**src/rtl/spi_eater_fifo.sv**
```systemverilog
// spi_eater_fifo: command FIFO -> byte-wide SPI engine -> result FIFO.
// The host queues 9-bit words: control words update ctl_bits, data words
// are shifted out MSB first while miso is shifted in, and each received
// byte lands in the result FIFO. Bit timing comes from rising edges of pace.

// Show-ahead FIFO: dout is the oldest entry with no read latency.
module short_fifo #(
   parameter int aw = 4,
   parameter int dw = 8
) (
   input  logic          clk,
   input  logic          rst_n,
   input  logic [dw-1:0] din,
   input  logic          we,
   input  logic          re,
   output logic [dw-1:0] dout,
   output logic [aw:0]   count
);
   logic [dw-1:0] mem [0:(1<<aw)-1];
   logic [aw-1:0] wptr, rptr;
   logic          full, empty, wr, rd;

   // count==depth is exactly the state with the top count bit set
   assign full  = count[aw];
   assign empty = (count == '0);
   // a full FIFO refuses writes even when a read frees a slot this cycle
   assign wr    = we & ~full;
   assign rd    = re & ~empty;
   assign dout  = mem[rptr];

   // storage; contents survive reset, only the pointers are cleared
   always_ff @(posedge clk) begin
      if (wr) mem[wptr] <= din;
   end

   // pointers wrap naturally at depth; count tracks occupancy
   always_ff @(posedge clk) begin
      if (!rst_n) begin
         wptr  <= '0;
         rptr  <= '0;
         count <= '0;
      end else begin
         if (wr) wptr <= wptr + aw'(1);
         if (rd) rptr <= rptr + aw'(1);
         case ({wr, rd})
            2'b10:   count <= count + (aw+1)'(1);
            2'b01:   count <= count - (aw+1)'(1);
            default: count <= count;
         endcase
      end
   end
endmodule

module spi_eater_fifo #(
   parameter int infifo_aw  = 5,
   parameter int outfifo_aw = 4
) (
   input  logic                clk,
   input  logic                rst_n,
   input  logic [8:0]          host_din,
   input  logic                host_we,
   input  logic                pace,
   input  logic                miso,
   input  logic                result_re,
   output logic                sclk,
   output logic                mosi,
   output logic [5:0]          ctl_bits,
   output logic [7:0]          result_dout,
   output logic                cmd_full,
   output logic                cmd_empty,
   output logic [outfifo_aw:0] result_count
);
   typedef enum logic {IDLE, SHIFT} state_t;

   state_t           state, state_nx;
   logic [8:0]       cmd_dout;
   logic [infifo_aw:0] cmd_count;
   logic             cmd_re;
   logic             pace_d1, pace_step;
   logic [4:0]       step_cnt;
   logic [7:0]       tx_sr, rx_sr;
   logic             result_we;

   short_fifo #(.aw(infifo_aw), .dw(9)) u_cmd (
      .clk   (clk),
      .rst_n (rst_n),
      .din   (host_din),
      .we    (host_we),
      .re    (cmd_re),
      .dout  (cmd_dout),
      .count (cmd_count)
   );

   short_fifo #(.aw(outfifo_aw), .dw(8)) u_res (
      .clk   (clk),
      .rst_n (rst_n),
      .din   (rx_sr),
      .we    (result_we),
      .re    (result_re),
      .dout  (result_dout),
      .count (result_count)
   );

   assign cmd_empty = (cmd_count == '0);
   assign cmd_full  = cmd_count[infifo_aw];
   assign pace_step = pace & ~pace_d1;

   // state register
   always_ff @(posedge clk) begin
      if (!rst_n) state <= IDLE;
      else        state <= state_nx;
   end

   // next state and command pull: idle pops one word per cycle
   always_comb begin
      state_nx = state;
      cmd_re   = 1'b0;
      case (state)
         IDLE: begin
            if (!cmd_empty) begin
               cmd_re = 1'b1;
               if (!cmd_dout[8]) state_nx = SHIFT;
            end
         end
         SHIFT: begin
            if (pace_step && step_cnt == 5'd16) state_nx = IDLE;
         end
         default: state_nx = IDLE;
      endcase
   end

   // datapath: even steps drive mosi, odd steps raise sclk and sample miso,
   // step 16 drops sclk and posts the received byte
   always_ff @(posedge clk) begin
      if (!rst_n) begin
         pace_d1   <= 1'b0;
         sclk      <= 1'b0;
         mosi      <= 1'b0;
         ctl_bits  <= '0;
         result_we <= 1'b0;
         step_cnt  <= '0;
         tx_sr     <= '0;
         rx_sr     <= '0;
      end else begin
         pace_d1   <= pace;
         result_we <= 1'b0;
         if (state == IDLE) begin
            sclk <= 1'b0;
            if (cmd_re) begin
               if (cmd_dout[8]) begin
                  ctl_bits <= cmd_dout[5:0];
               end else begin
                  tx_sr    <= cmd_dout[7:0];
                  step_cnt <= '0;
               end
            end
         end else if (pace_step) begin
            if (step_cnt == 5'd16) begin
               sclk      <= 1'b0;
               result_we <= 1'b1;
               step_cnt  <= '0;
            end else begin
               if (!step_cnt[0]) begin
                  sclk  <= 1'b0;
                  mosi  <= tx_sr[7];
                  tx_sr <= {tx_sr[6:0], 1'b0};
               end else begin
                  sclk  <= 1'b1;
                  rx_sr <= {rx_sr[6:0], miso};
               end
               step_cnt <= step_cnt + 5'd1;
            end
         end
      end
   end
endmodule

```
**config.mk**
```make
export PLATFORM = sky130hd
export DESIGN_NAME = spi_eater_fifo
export DESIGN_NICKNAME = d
export VERILOG_FILES = /design/src/rtl/spi_eater_fifo.sv
export SDC_FILE = /design/constraint.sdc
export NUM_CORES = 1
export LEC_CHECK = 0
export BUFFER_PORTS_ARGS = -buffer_cell sky130_fd_sc_hd__buf_4
export CORE_ASPECT_RATIO = 1.25
export CORE_MARGIN = 2
export CORE_UTILIZATION = 50
export DETAILED_ROUTE_END_ITERATION = 16
export MAX_ROUTING_LAYER = met4
export PLACE_DENSITY = 0.71
export SLEW_MARGIN = 40
export SYNTH_ARGS = -nofsm -noshare
export SYNTH_HDL_FRONTEND = slang
export SYNTH_SLANG_ARGS = --single-unit
```
**constraint.sdc**
```tcl
create_clock -name clk -period 3.9 [get_ports clk]
set_input_delay 0.39 -clock clk [delete_from_list [all_inputs] [get_ports clk]]
set_output_delay 0.39 -clock clk [all_outputs]
set_load 0.02 [all_outputs]
```
# Word-level counts from Yosys, hierarchy flattened
# Memories as Yosys holds them, arrays and structs flattened. A register that Yosys moved wholly into a read port is not among the register bits.
# Index checks and enable logic that the tools add are counted.
# classes
addsub	9
eq_ne	9
n_mux	30
bitwise_logic	13
n_reduce_logical	13
# ops
operator	n
$mux 8	6
$mux 5	7
$add 5x1->5 const B	4
$mux 1	12
$pmux 6 s2	1
$pmux 5 s2	1
$reduce_and 3->1	3
$add 4x1->4 const B	2
$mux 4	2
$not 1->1	8
$reduce_and 4->1	2
$add 6x1->6 const B	1
$logic_not 6->1	1
$ne 2x2->1 const B	3
$reduce_bool 2->1	3
$sub 6x1->6 const B	1
$and 1x1->1	5
$eq 5x5->1 const B	1
$logic_not 5->1	1
$reduce_and 5->1	1
$sub 5x1->5 const B	1
$eq 2x1->1 const B	2
$eq 2x2->1 const B	2
$ne 2x1->1 const B	1
other kinds (3)	3
# totals
regBits	61
ram_bits	416
input_bits	15
n_memories	2
# mem_list
name	words	word_bits	rd	rd_clocked_by_memory_dff	wr	line	text
u_cmd.mem	32	9	1	1	1	19	logic [dw-1:0] mem [0:(1<<aw)-1];
u_res.mem	16	8	1	1	1	19	

# Longest topological paths before layout
# Gate-level depths: netlist of the first run.
# logic_depth
word_depth	6
depth_mapped	16

# Hierarchy
# From an unflattened synthesis of the first run, not the netlist that was laid out.
# hier_totals
hier_cells	1125
hier_area_um2	19422.4
# modules_own_cells
mod	instances	cells_per_inst	area_per_inst_um2
short_fifo at u_cmd	1	679	12209.2
short_fifo at u_res	1	294	5779.3
spi_eater_fifo	1	152	1433.9

# Worst setup path after synthesis of the first run
# Ideal clock, no wire load.
# synth_timing
path_type	register -> register
start	register u_cmd.count[1]
end	register u_cmd.count[4]
arrival_ns	3.250
required_ns	3.772
path_slack_ns	0.523
path_stages_with_launch	17
period_less_slack_ns	3.377
cell_sequence	dfxtp_1 buf_2 or4_4 nor3_2 or2_1 buf_2 inv_2 ha_1 clkbuf_1 xor2_1 ha_1 a31oi_1 o2bb2ai_1 a22oi_1 a21oi_1 xnor2_1 nor2_1
# synth_via
elab_chain_len	6
elab_cells_between_ends	11
classes_between	2 x add/sub; 2 x eq/ne; 3 x mux; 2 x bitwise; 2 x reduce/logical
# synth_rtl
item	line	text
start, declared	17	output logic [aw:0] count
start signal, assigned	46	2'b10: count <= count + (aw+1)'(1);
start signal, assigned	47	2'b01: count <= count - (aw+1)'(1);
start signal, assigned	48	default: count <= count;
$logic_not 6->1 (*)	104	assign cmd_empty = (cmd_count == '0);
named net cmd_empty	70	output logic cmd_empty,
$mux 1	120	if (!cmd_empty) begin
$mux 1	118	case (state)
$and 1x1->1 (*)	28	assign rd = re & ~empty;
named net u_cmd.rd	21	logic full, empty, wr, rd;
$eq 2x1->1 or $eq 2x2->1 (tied branches)	45	case ({wr, rd})
$pmux 6 s2 or $reduce_bool 2->1 (tied branches)	-	
# Mark *: on every way through the listed nets, which the timed path passes. The rest lies on a longest branch.
# A chain may end at the register's enable or synchronous reset.

# Final worst setup path of the first run
# layout_timing
start	register u_cmd.count[1]
end	register u_cmd.count[4]
# layout_via
elab_chain_len	6
elab_cells_between_ends	11
classes_between	2 x add/sub; 2 x eq/ne; 3 x mux; 2 x bitwise; 2 x reduce/logical
# layout_rtl
item	line
$logic_not 6->1 (*)	25, 104
$mux 1	120
$mux 1	118
$and 1x1->1 (*)	28
named net u_cmd.rd	21
$eq 2x1->1 or $eq 2x2->1 (tied branches)	45
$pmux 6 s2 or $reduce_bool 2->1 (tied branches)	-
# Marks and branches as above.

==> results of run 1 <==
[worst max-delay path by stage]
stage | to | slack (ns) | cells after the start
final | u_cmd.count[4] | 0.64 | 13
after global routing | u_cmd.count[4] | 0.30 | 13
after CTS | u_cmd.count[4] | 0.63 | 13
after detailed placement | u_cmd.count[4] | 0.64 | 13
after global placement | u_cmd.count[4] | 0.63 | 13
after floorplan | u_cmd.count[4] | 0.52 | 16
[state kept, by name, indices dropped and copies added, names as in the netlist, 5 cells and up, named ones only]
register and flops:
ctl_bits 6, rx_sr 8, step_cnt 5, tx_sr 8, u_cmd.count 6, u_cmd.mem 288
u_cmd.rptr 5, u_cmd.wptr 5, u_res.count 5, u_res.mem 128
[logic make-up after synthesis]
| logic type | count (synthesis) | synth area share [%] |
|---|---|---|
| DFF | 486 | 71.94 |
| and+or+nand+nor | 229 | 5.533 |
| muxes | 161 | 13.60 |
| AOI/OAI and AO/OA | 127 | 4.690 |
| buffers and inverters | 71 | 1.931 |
| xor gates and xnor gates | 23 | 1.043 |
| adders and majority gates | 19 | 1.270 |
[worst max-delay path, cell delays in order (launching register included)]
cell and delay [ns]:
dfxtp_1 0.38, or4_4 0.57, nor3_2 0.17, or2_1 0.28
inv_2 0.13, ha_1 0.36, xor2_1 0.20, ha_1 0.20
a31oi_1 0.26, o2bb2ai_1 0.12, a22oi_1 0.18, a21oi_1 0.10
xnor2_1 0.14, nor2_1 0.05
[power groups by stage]
stage	Combinational (mW)	Sequential (mW)	Clock, mW
2_1_floorplan	1.83	6.00	0
3_3_place_gp	2.20	6.14	0
3_5_place_dp	2.22	6.15	0
4_1_cts	2.24	6.05	4.57
5_1_grt	2.41	6.07	4.77
6_report	2.22	6.04	4.49
[layout make-up]
class                           instances  share of cell area [%]
Tap cell                              492                   2.834
Timing Repair Buffer                   66                   2.396
Inverter                               12                  0.2189
Sequential cell                       486                   64.00
Multi-Input combinational cell        559                   23.51
Clock buffer                           63                   6.025
Clock inverter                         20                   1.014
[Yosys cell counts (all sizes together), types with 2 or more instances]
| cell type | number |
|---|---|
| dfxtp | 70 |
| mux2 | 11 |
| or4 | 2 |
| mux4 | 80 |
| a21o | 3 |
| edfxtp | 416 |
| o22ai | 11 |
| a21oi | 32 |
| xnor2 | 8 |
| o21ai | 13 |
| inv | 12 |
| nand3 | 21 |
| a31oi | 11 |
| o21a | 2 |
| a22oi | 23 |
| xor2 | 15 |
| nand4 | 6 |
| nor2 | 97 |
| a2111o | 2 |
| a2111oi | 3 |
| and2 | 4 |
| nor2b | 12 |
| a211oi | 6 |
| ha | 18 |
| nor3 | 9 |
| nand2 | 52 |
| mux2i | 70 |
| or2 | 2 |
| or3b | 2 |
| nand3b | 2 |
| buf | 29 |
| a221oi | 4 |
| nand2b | 9 |
| a22o | 10 |
| nand4b | 2 |
| or3 | 5 |
| clkbuf | 30 |
[through the flow]
step	hold WS, ns	setup WS [ns]	total power [mW]
6_report	0.05753	0.6402	12.75
5_1_grt	0.05534	0.2980	13.25
4_1_cts	0.03550	0.6289	12.85
3_5_place_dp	0.4795	0.6367	8.373
3_3_place_gp	0.4511	0.6330	8.340
2_1_floorplan	0.4446	0.5226	7.831
[metal layers]
layer | vias up | GRT usage [%] | part of all wire (%)
li1 | 4486 | - | -
met1 | 5027 | 23.73 | 39
met2 | 256 | 36.11 | 53
met3 | 80 | 2.845 | 4.7
met4 | 0 | 7.370 | 3.1
met5 | - | - | 0
==> metrics.cfg, run 1 <==
[critical_path]
reg2reg_depth=13
cp-end-kind=register
r2r_slack_ns=0.64
crit_path_start_kind=register
crit_required_ns=4.32
worstSetupStartpoint=u_cmd.count[1]
reg2reg_from=u_cmd.count[1]
cp_max_fo=12
arrival_ns=3.68
r2r-end=u_cmd.count[4]
path_class=reg2reg

[cts]
cts_setup_buffers=0
cts_resized=0
cts.htree.levels=2
tritoncts=done
root_buffer=clkbuf_16
clock_latency_ns=0.56
cts_made_buffers=46
clock_sinks=486
max-clock-path-buffers=3
cts_hold_buf=0
clk_pin_slew_ns=0.06

[yosys]
postSynthNetCount=1150
ys.warnings.count=0
ys.flop_type=edfxtp_1
async_reset_ff_share_pct=0
synth_cell_types=62
syn-instance-count=1116
ys_seq_area_share_pct=71.94
yosys.area.top_type_share_pct=64.68
synth_edf_count=416
synth-seq-cells=486
avgSynthCellArea_sq_um=17.31
syn_area_sq_um=19310
synth.top_cells.by_area=edfxtp_1 65%, mux4_2 9.3%, dfxtp_1 7.3%
synth_top_area_cell=edfxtp_1

[timing]
drv_slew=0
finalSetupViolCount=0
fmax_ghz=0.3068
rsz0062_at_grt=no
max_slew_margin_pct=42.11
min_period_over_period_pct=83.58
finalSetupTns_ns=0
period_needed_ns=3.260
skew_ns=0.02106
hold_viol_final=0
tightest_slew_ns=0.8652

[power]
power_frac_comb_pct=17.4
ir_drop_uv=432.4
seqPwrFrac_pct=47.4
p_sw_mw=3.296
p_int_mw=9.454
power_density_nw_per_um2=586.9
p_sw_share_pct=25.85
pwr-share-clk_pct=35.2
p_leak_nw=6.916

[finish]
final_cell_mix=416 x edfxtp_1, 80 x mux4_2, 73 x nor2_1, 70 x mux2i_1, 66 x dfxtp_1
seqCellArea_sq_um=13900
multiInputGateArea_sq_um=5107
layout.cells.non_filler=1698
fillCellCount=2871
design_area_sq_um=21720
syn_to_final_growth_pct=12.48
fin_util_pct=56.96
drive_gt1_share_pct=21.97
final_nets=1205
final_common_cell=edfxtp_1
insertedDiodeCount=0

[route]
wl_mm=39.21
firstDrtPassIters=7
drtAntennaViolNets=0
drt_iter0_drc=813
vias_per_cell=5.800
vias=9849
drc=0
wl_per_cell_microns=23.09

[floorplan]
rows=80
die_w_microns=179.8
placeableCoreArea_sq_um=38140
start_util_pct=50.64
die_area_sq_um=40230
die_h_microns=223.7
ioPinCount=38

[worst_hold_path]
holdPathEnd=pace_d1
min_from=pace
holdPathStages=2
hold_path_class=in2reg

[outcome]
status=completed

[placed_design]
dp.cells=1615
dp_hpwl_mm=25.24
placed_cell_area_sq_um=20170
place.gp.congestion=0.8381
io_buffers=37

[flow_run]
drv_cap=0

[grt]
grt_max_degree=55
grt_antenna_before_repair=0
grt_pass1_vias=10090
groute.usage.overall_pct=20.36
grt-ovfl-total=0
grt_pass1_wl_mm=60.15

Note: power is estimated with default switching activity, not from simulation.
==> run 2: changes to the inputs <==
==> constraint.sdc (replaced) <==
create_clock -name clk -period 3.35 [get_ports clk]
set_input_delay 0.335 -clock clk [delete_from_list [all_inputs] [get_ports clk]]
set_output_delay 0.335 -clock clk [all_outputs]
set_load 0.02 [all_outputs]
==> metrics.cfg, run 2 (synthesis results as in run 1) <==
[worst_hold_path]
min_from=miso
hold_path_class=in2reg
holdPathEnd=rx_sr[0]
holdPathStages=3  ; +1

[cts]
root_buffer=clkbuf_16
max-clock-path-buffers=3  ; unchanged
cts_made_buffers=47  ; +2.2%
cts_setup_buffers=0  ; unchanged
clk_pin_slew_ns=0.06  ; about the same
tritoncts=done
clock_latency_ns=0.55  ; about the same
clock_sinks=486  ; unchanged
cts.htree.levels=2  ; unchanged

[timing]
rsz0062_at_grt=no
period_needed_ns=2.936  ; -0.3241 ns
drv_slew=0  ; unchanged
min_period_over_period_pct=87.63  ; +4.0 points
finalSetupViolCount=0  ; unchanged
skew_ns=0.01590  ; -0.005160 ns
hold_viol_final=0  ; unchanged
tightest_slew_ns=0.7759  ; -0.08933 ns
finalSetupTns_ns=0  ; unchanged
max_slew_margin_pct=48.08  ; +6.0 points
fmax_ghz=0.3406  ; +11%

[power]
power_frac_comb_pct=18.5  ; +1.1 points
p_int_mw=10.70  ; +13%
p_sw_mw=3.893  ; +18%
ir_drop_uv=472.1  ; +9.2%
pwr-share-clk_pct=33.3  ; -1.9 points
power_density_nw_per_um2=671.8  ; +14%
seqPwrFrac_pct=48.2  ; +0.8 points
p_leak_nw=6.952  ; +0.52%
power_mw=14.60  ; +14%
p_sw_share_pct=26.67  ; +0.82 points

[route]
drtAntennaViolNets=0  ; unchanged
vias=9955  ; +1.1%
drt_iter0_drc=759  ; -6.6%
firstDrtPassIters=5  ; -2
wl_mm=39.78  ; +1.5%
vias_per_cell=5.805  ; about the same
drc=0  ; unchanged
wl_per_cell_microns=23.20  ; +0.46%

[critical_path]
path_class=reg2reg
reg2reg_depth=13  ; unchanged
arrival_ns=3.35  ; -0.33 ns
r2r-end=u_cmd.count[4]
r2r_slack_ns=0.41  ; -0.23 ns
cp_max_fo=8  ; -4
crit_path_start_kind=register
cp-end-kind=register
crit_required_ns=3.76  ; -0.56 ns
reg2reg_from=u_cmd.count[1]

[flow_run]
drv_cap=0  ; unchanged

[placed_design]
io_buffers=37  ; unchanged
dp.cells=1631  ; +0.99%
dp_hpwl_mm=25.95  ; +2.8%
placed_cell_area_sq_um=20270  ; +0.52%
place.gp.congestion=0.8318  ; -0.75%

[finish]
final_nets=1223  ; +1.5%
drive_gt1_share_pct=22.89  ; +0.92 points
largest_register=u_cmd.mem
final_cell_mix=416 x edfxtp_1, 81 x buf_4, 80 x mux4_2, 73 x nor2_1, 70 x mux2i_1
fin_util_pct=56.97  ; about the same
layout.cells.non_filler=1715  ; +1.0%
final_common_cell=edfxtp_1
largestRegisters=u_cmd.mem: 288 flops, u_res.mem: 128 flops
fillCellCount=2860  ; -0.38%
syn_to_final_growth_pct=12.48  ; about the same
insertedDiodeCount=0  ; unchanged
design_area_sq_um=21720  ; about the same
largest_reg_flops=288  ; unchanged

[grt]
grt-ovfl-total=0  ; unchanged
grt_max_degree=55  ; unchanged
grt_antenna_before_repair=0  ; unchanged
grt_pass1_vias=10140  ; +0.52%
groute.usage.overall_pct=20.54  ; +0.18 points
grt_pass1_wl_mm=60.49  ; +0.56%

[floorplan]
placeableCoreArea_sq_um=38140  ; unchanged
die_area_sq_um=40230  ; unchanged
die_h_microns=223.7  ; unchanged
ioPinCount=38  ; unchanged
start_util_pct=50.64  ; unchanged
rows=80  ; unchanged
die_w_microns=179.8  ; unchanged

[outcome]
status=completed

run 2: cell count changes in the layout (fill, tap and decap cells not counted), sizes merged:
cell and change:
buf +16, inv +2, clkinvlp -1, clkbuf +7, dlygate4sd3 +1, bufinv -5
clkinv -3
run 2: critical path, stage by stage (launching register included):
cell and delay [ns]:
dfxtp_1 0.39, or4_4 0.58, nor3_4 0.15, or2_1 0.16
inv_2 0.09, ha_1 0.23, xor2_1 0.15, ha_1 0.19
a31oi_1 0.27, o2bb2ai_1 0.12, a22oi_1 0.18, a21oi_1 0.10
xnor2_1 0.14, nor2_1 0.05
run 2: worst max path at each step:
stage / startpoint / endpoint / slack (ns) / cells after the start
3_3_place_gp: u_cmd.count[0] / u_cmd.count[4] / 0.44 / 13
6_report: u_cmd.count[1] / u_cmd.count[4] / 0.41 / 13
2_1_floorplan: u_cmd.count[1] / u_cmd.count[4] / 0.06 / 16
4_1_cts: register / result_dout[4] / 0.34 / 4
3_5_place_dp: u_cmd.count[1] / u_cmd.count[4] / 0.43 / 13
5_1_grt: u_cmd.count[1] / u_cmd.count[4] / 0.20 / 13
run 2: power by group through the flow:
| stage | Sequential [mW] | Combinational (mW) | Clock [mW] |
|---|---|---|---|
| 6_report | 7.03 | 2.71 | 4.86 |
| 2_1_floorplan | 6.99 | 2.14 | 0 |
| 4_1_cts | 7.04 | 2.73 | 4.95 |
| 3_5_place_dp | 7.16 | 2.72 | 0 |
| 5_1_grt | 7.06 | 2.93 | 5.16 |
| 3_3_place_gp | 7.15 | 2.68 | 0 |
run 2: timing repair:
action	CTS	global route
hold buffers	1	0
hold endpoints to repair	1	0
gates resized for setup	0	0
run 2: per-stage QoR:
stage               hold WS (ns)  setup WS [ns]
global placement          0.4650         0.4381
floorplan                 0.4339        0.06138
finish                   0.07551         0.4143
global route             0.07492         0.1987
detailed placement        0.4638         0.4266
CTS                      0.05215         0.3386
run 2: final cells by class:
class                      instances  area, sq um  share of cell area (%)
inverter                          12        47.55                  0.2189
multi-input combinational        559         5114                   23.54
timing repair buffer              83        638.1                   2.937
clock inverter                    13        76.32                  0.3513
tap                              492        615.6                   2.834
sequential                       486        13900                   63.99
clock buffer                      70         1333                   6.134
run 2: metal layers:
layer	track usage, %	wire [microns]	up-vias
met5	-	0	-
met4	8.864	1899	0
li1	-	-	4539
met2	35.63	20730	296
met3	3.170	2102	109
met1	23.84	15050	5011
==> run 3: changes to the inputs <==
--- a/config.mk
+++ b/config.mk
@@ -9,6 +9,7 @@
 export CORE_ASPECT_RATIO = 1.25
 export CORE_MARGIN = 2
 export CORE_UTILIZATION = 50
+export CTS_CLUSTER_SIZE = 20
 export DETAILED_ROUTE_END_ITERATION = 16
 export MAX_ROUTING_LAYER = met4
 export PLACE_DENSITY = 0.71
==> constraint.sdc (replaced) <==
create_clock -name clk -period 3.35 [get_ports clk]
set_input_delay 1.005 -clock clk [delete_from_list [all_inputs] [get_ports clk]]
set_output_delay 1.005 -clock clk [all_outputs]
set_load 0.02 [all_outputs]
==> metrics.cfg, run 3 (synthesis results as in run 1) <==
[outcome]
status=completed

[finish]
final_cell_mix=416 x edfxtp_1, 95 x buf_4, 88 x nor2_1, 80 x mux4_2, 70 x mux2i_1
final_common_cell=edfxtp_1
seqCellArea_sq_um=13900  ; about the same
drive_gt1_share_pct=23.26  ; +0.37 points
final_nets=1250  ; +2.2%
largest_register=u_cmd.mem
syn_to_final_growth_pct=13.93
largest_reg_flops=288  ; unchanged
largestRegisters=u_cmd.mem: 288 flops, u_res.mem: 128 flops
fillCellCount=2821  ; -1.4%
multiInputGateArea_sq_um=5076  ; -0.73%
insertedDiodeCount=0  ; unchanged

[placed_design]
io_buffers=37  ; unchanged
dp_hpwl_mm=26.40  ; +1.7%
place.gp.congestion=0.8392  ; +0.89%

[grt]
grt_max_degree=34  ; -38%
grt-ovfl-total=0  ; unchanged
grt_antenna_before_repair=0  ; unchanged
grt_pass1_wl_mm=60.78  ; +0.49%
groute.usage.overall_pct=20.59  ; +0.058 points
grt_pass1_vias=10230  ; +0.80%

[timing]
max_slew_margin_pct=44.11  ; -4.0 points
tightest_slew_ns=0.8384  ; +0.06248 ns
finalSetupViolCount=0  ; unchanged
min_period_over_period_pct=99.66  ; +12 points
skew_ns=0.02145  ; +0.005549 ns
fmax_ghz=0.2995  ; -12%
hold_viol_final=0  ; unchanged
finalSetupTns_ns=0  ; unchanged
rsz0062_at_grt=yes
fin_hold_ws_ns=0.4816  ; +0.4061 ns
drv_slew=0  ; unchanged
period_needed_ns=3.339  ; +0.4031 ns

[route]
drc=0  ; unchanged
vias_per_cell=5.754  ; -0.88%
drt_iter0_drc=806  ; +6.2%
wl_per_cell_microns=22.88  ; -1.4%
drtAntennaViolNets=0  ; unchanged
vias=10030  ; +0.74%
wl_mm=39.88  ; +0.24%
firstDrtPassIters=5  ; unchanged

[critical_path]
path_class=reg2out
r2r_slack_ns=0.43  ; +0.02 ns
reg2reg_depth=7  ; -6
crit_path_start_kind=register
endpoint=result_dout[6]
r2r-end=tx_sr[1]
arrival_ns=2.33  ; -1.02 ns
cp_max_fo=6  ; -2
cp-end-kind=output port
crit_required_ns=2.34  ; -1.42 ns

[worst_hold_path]
hold_path_class=reg2reg

[power]
power_density_nw_per_um2=667.3  ; -0.67%
seqPwrFrac_pct=47.7  ; -0.5 points
p_leak_nw=7.133  ; +2.6%
power_frac_comb_pct=19.2  ; +0.7 points
p_int_mw=10.75  ; +0.44%
p_sw_share_pct=26.79  ; +0.12 points
p_sw_mw=3.934  ; +1.1%
pwr-share-clk_pct=33.1  ; -0.2 points
ir_drop_uv=448.9  ; -4.9%

[flow_run]
drv_cap=0  ; unchanged

[cts]
clk_pin_slew_ns=0.06  ; about the same
clock_latency_ns=0.56  ; about the same
cts.htree.levels=2  ; unchanged
root_buffer=clkbuf_16
max-clock-path-buffers=3  ; unchanged
cts_made_buffers=46  ; -2.1%
tritoncts=done
clock_sinks=486  ; unchanged

[floorplan]
ioPinCount=38  ; unchanged
start_util_pct=50.64  ; unchanged
die_h_microns=223.7  ; unchanged
die_area_sq_um=40230  ; unchanged
placeableCoreArea_sq_um=38140  ; unchanged
die_w_microns=179.8  ; unchanged
rows=80  ; unchanged

## run 3: per-stage QoR
| step | instance area (sq um) | worst slack, ns | total power [mW] | instances | utilization [%] |
|---|---|---|---|---|---|
| 3_3_place_gp | 20480 | 0.3934 | 9.925 | 1657 | 53.69 |
| 3_5_place_dp | 20490 | 0.3628 | 9.971 | 1657 | 53.74 |
| 6_report | 22000 | 0.01127 | 14.68 | 1743 | 57.70 |
| 4_1_cts | 21950 | -0.02410 | 14.82 | 1742 | 57.57 |
| 5_1_grt | 22000 | -0.05938 | 15.27 | 1743 | 57.70 |
| 2_1_floorplan | 19320 | 0.06138 | 9.130 | 1116 | - |
## run 3: per-layer routing
layer	GRT usage, %	routed length (microns)
met1	23.20	14780
met3	3.105	2033
met4	8.130	1512
met5	-	0
met2	36.92	21550
## run 3: repair_timing
action | 4_1_cts | 5_1_grt
gates resized for setup | 8 | 5
setup endpoints to repair | 8 | 8
cloned | 1 | 1
hold buffers | 0 | 0
setup buffers | 1 | 0
endpoints found under the hold margin | 0 | 0
## run 3: how the worst min path moves through the flow
stage | startpoint | endpoint | slack (ns) | cells past startpoint
2_1_floorplan | tx_sr[5] | tx_sr[6] | 0.44 | 2
3_3_place_gp | tx_sr[5] | tx_sr[6] | 0.46 | 2
3_5_place_dp | tx_sr[5] | tx_sr[6] | 0.47 | 2
4_1_cts | tx_sr[5] | tx_sr[6] | 0.48 | 2
5_1_grt | tx_sr[5] | tx_sr[6] | 0.52 | 2
6_report | tx_sr[5] | tx_sr[6] | 0.48 | 2
## run 3: final cells by class
cell class | instances | area share [%]
clock inverter | 24 | 0.7733
sequential | 486 | 63.19
multi-input combinational | 559 | 23.07
clock buffer | 59 | 5.595
inverter | 12 | 0.2047
tap | 492 | 2.798
timing repair buffer | 111 | 4.373
## run 3: critical path, cell delays in order (launching register included)
cell     delay (ns)
dfxtp_4        0.45
buf_12         0.17
mux4_2         0.50
mux4_2         0.50
buf_6          0.15
## run 3: power groups by stage
stage	registers (mW)	logic [mW]	clock network, mW
2_1_floorplan	6.99	2.14	0
3_3_place_gp	7.12	2.81	0
3_5_place_dp	7.13	2.84	0
4_1_cts	7.00	2.85	4.96
5_1_grt	7.03	3.04	5.20
6_report	7.00	2.83	4.86
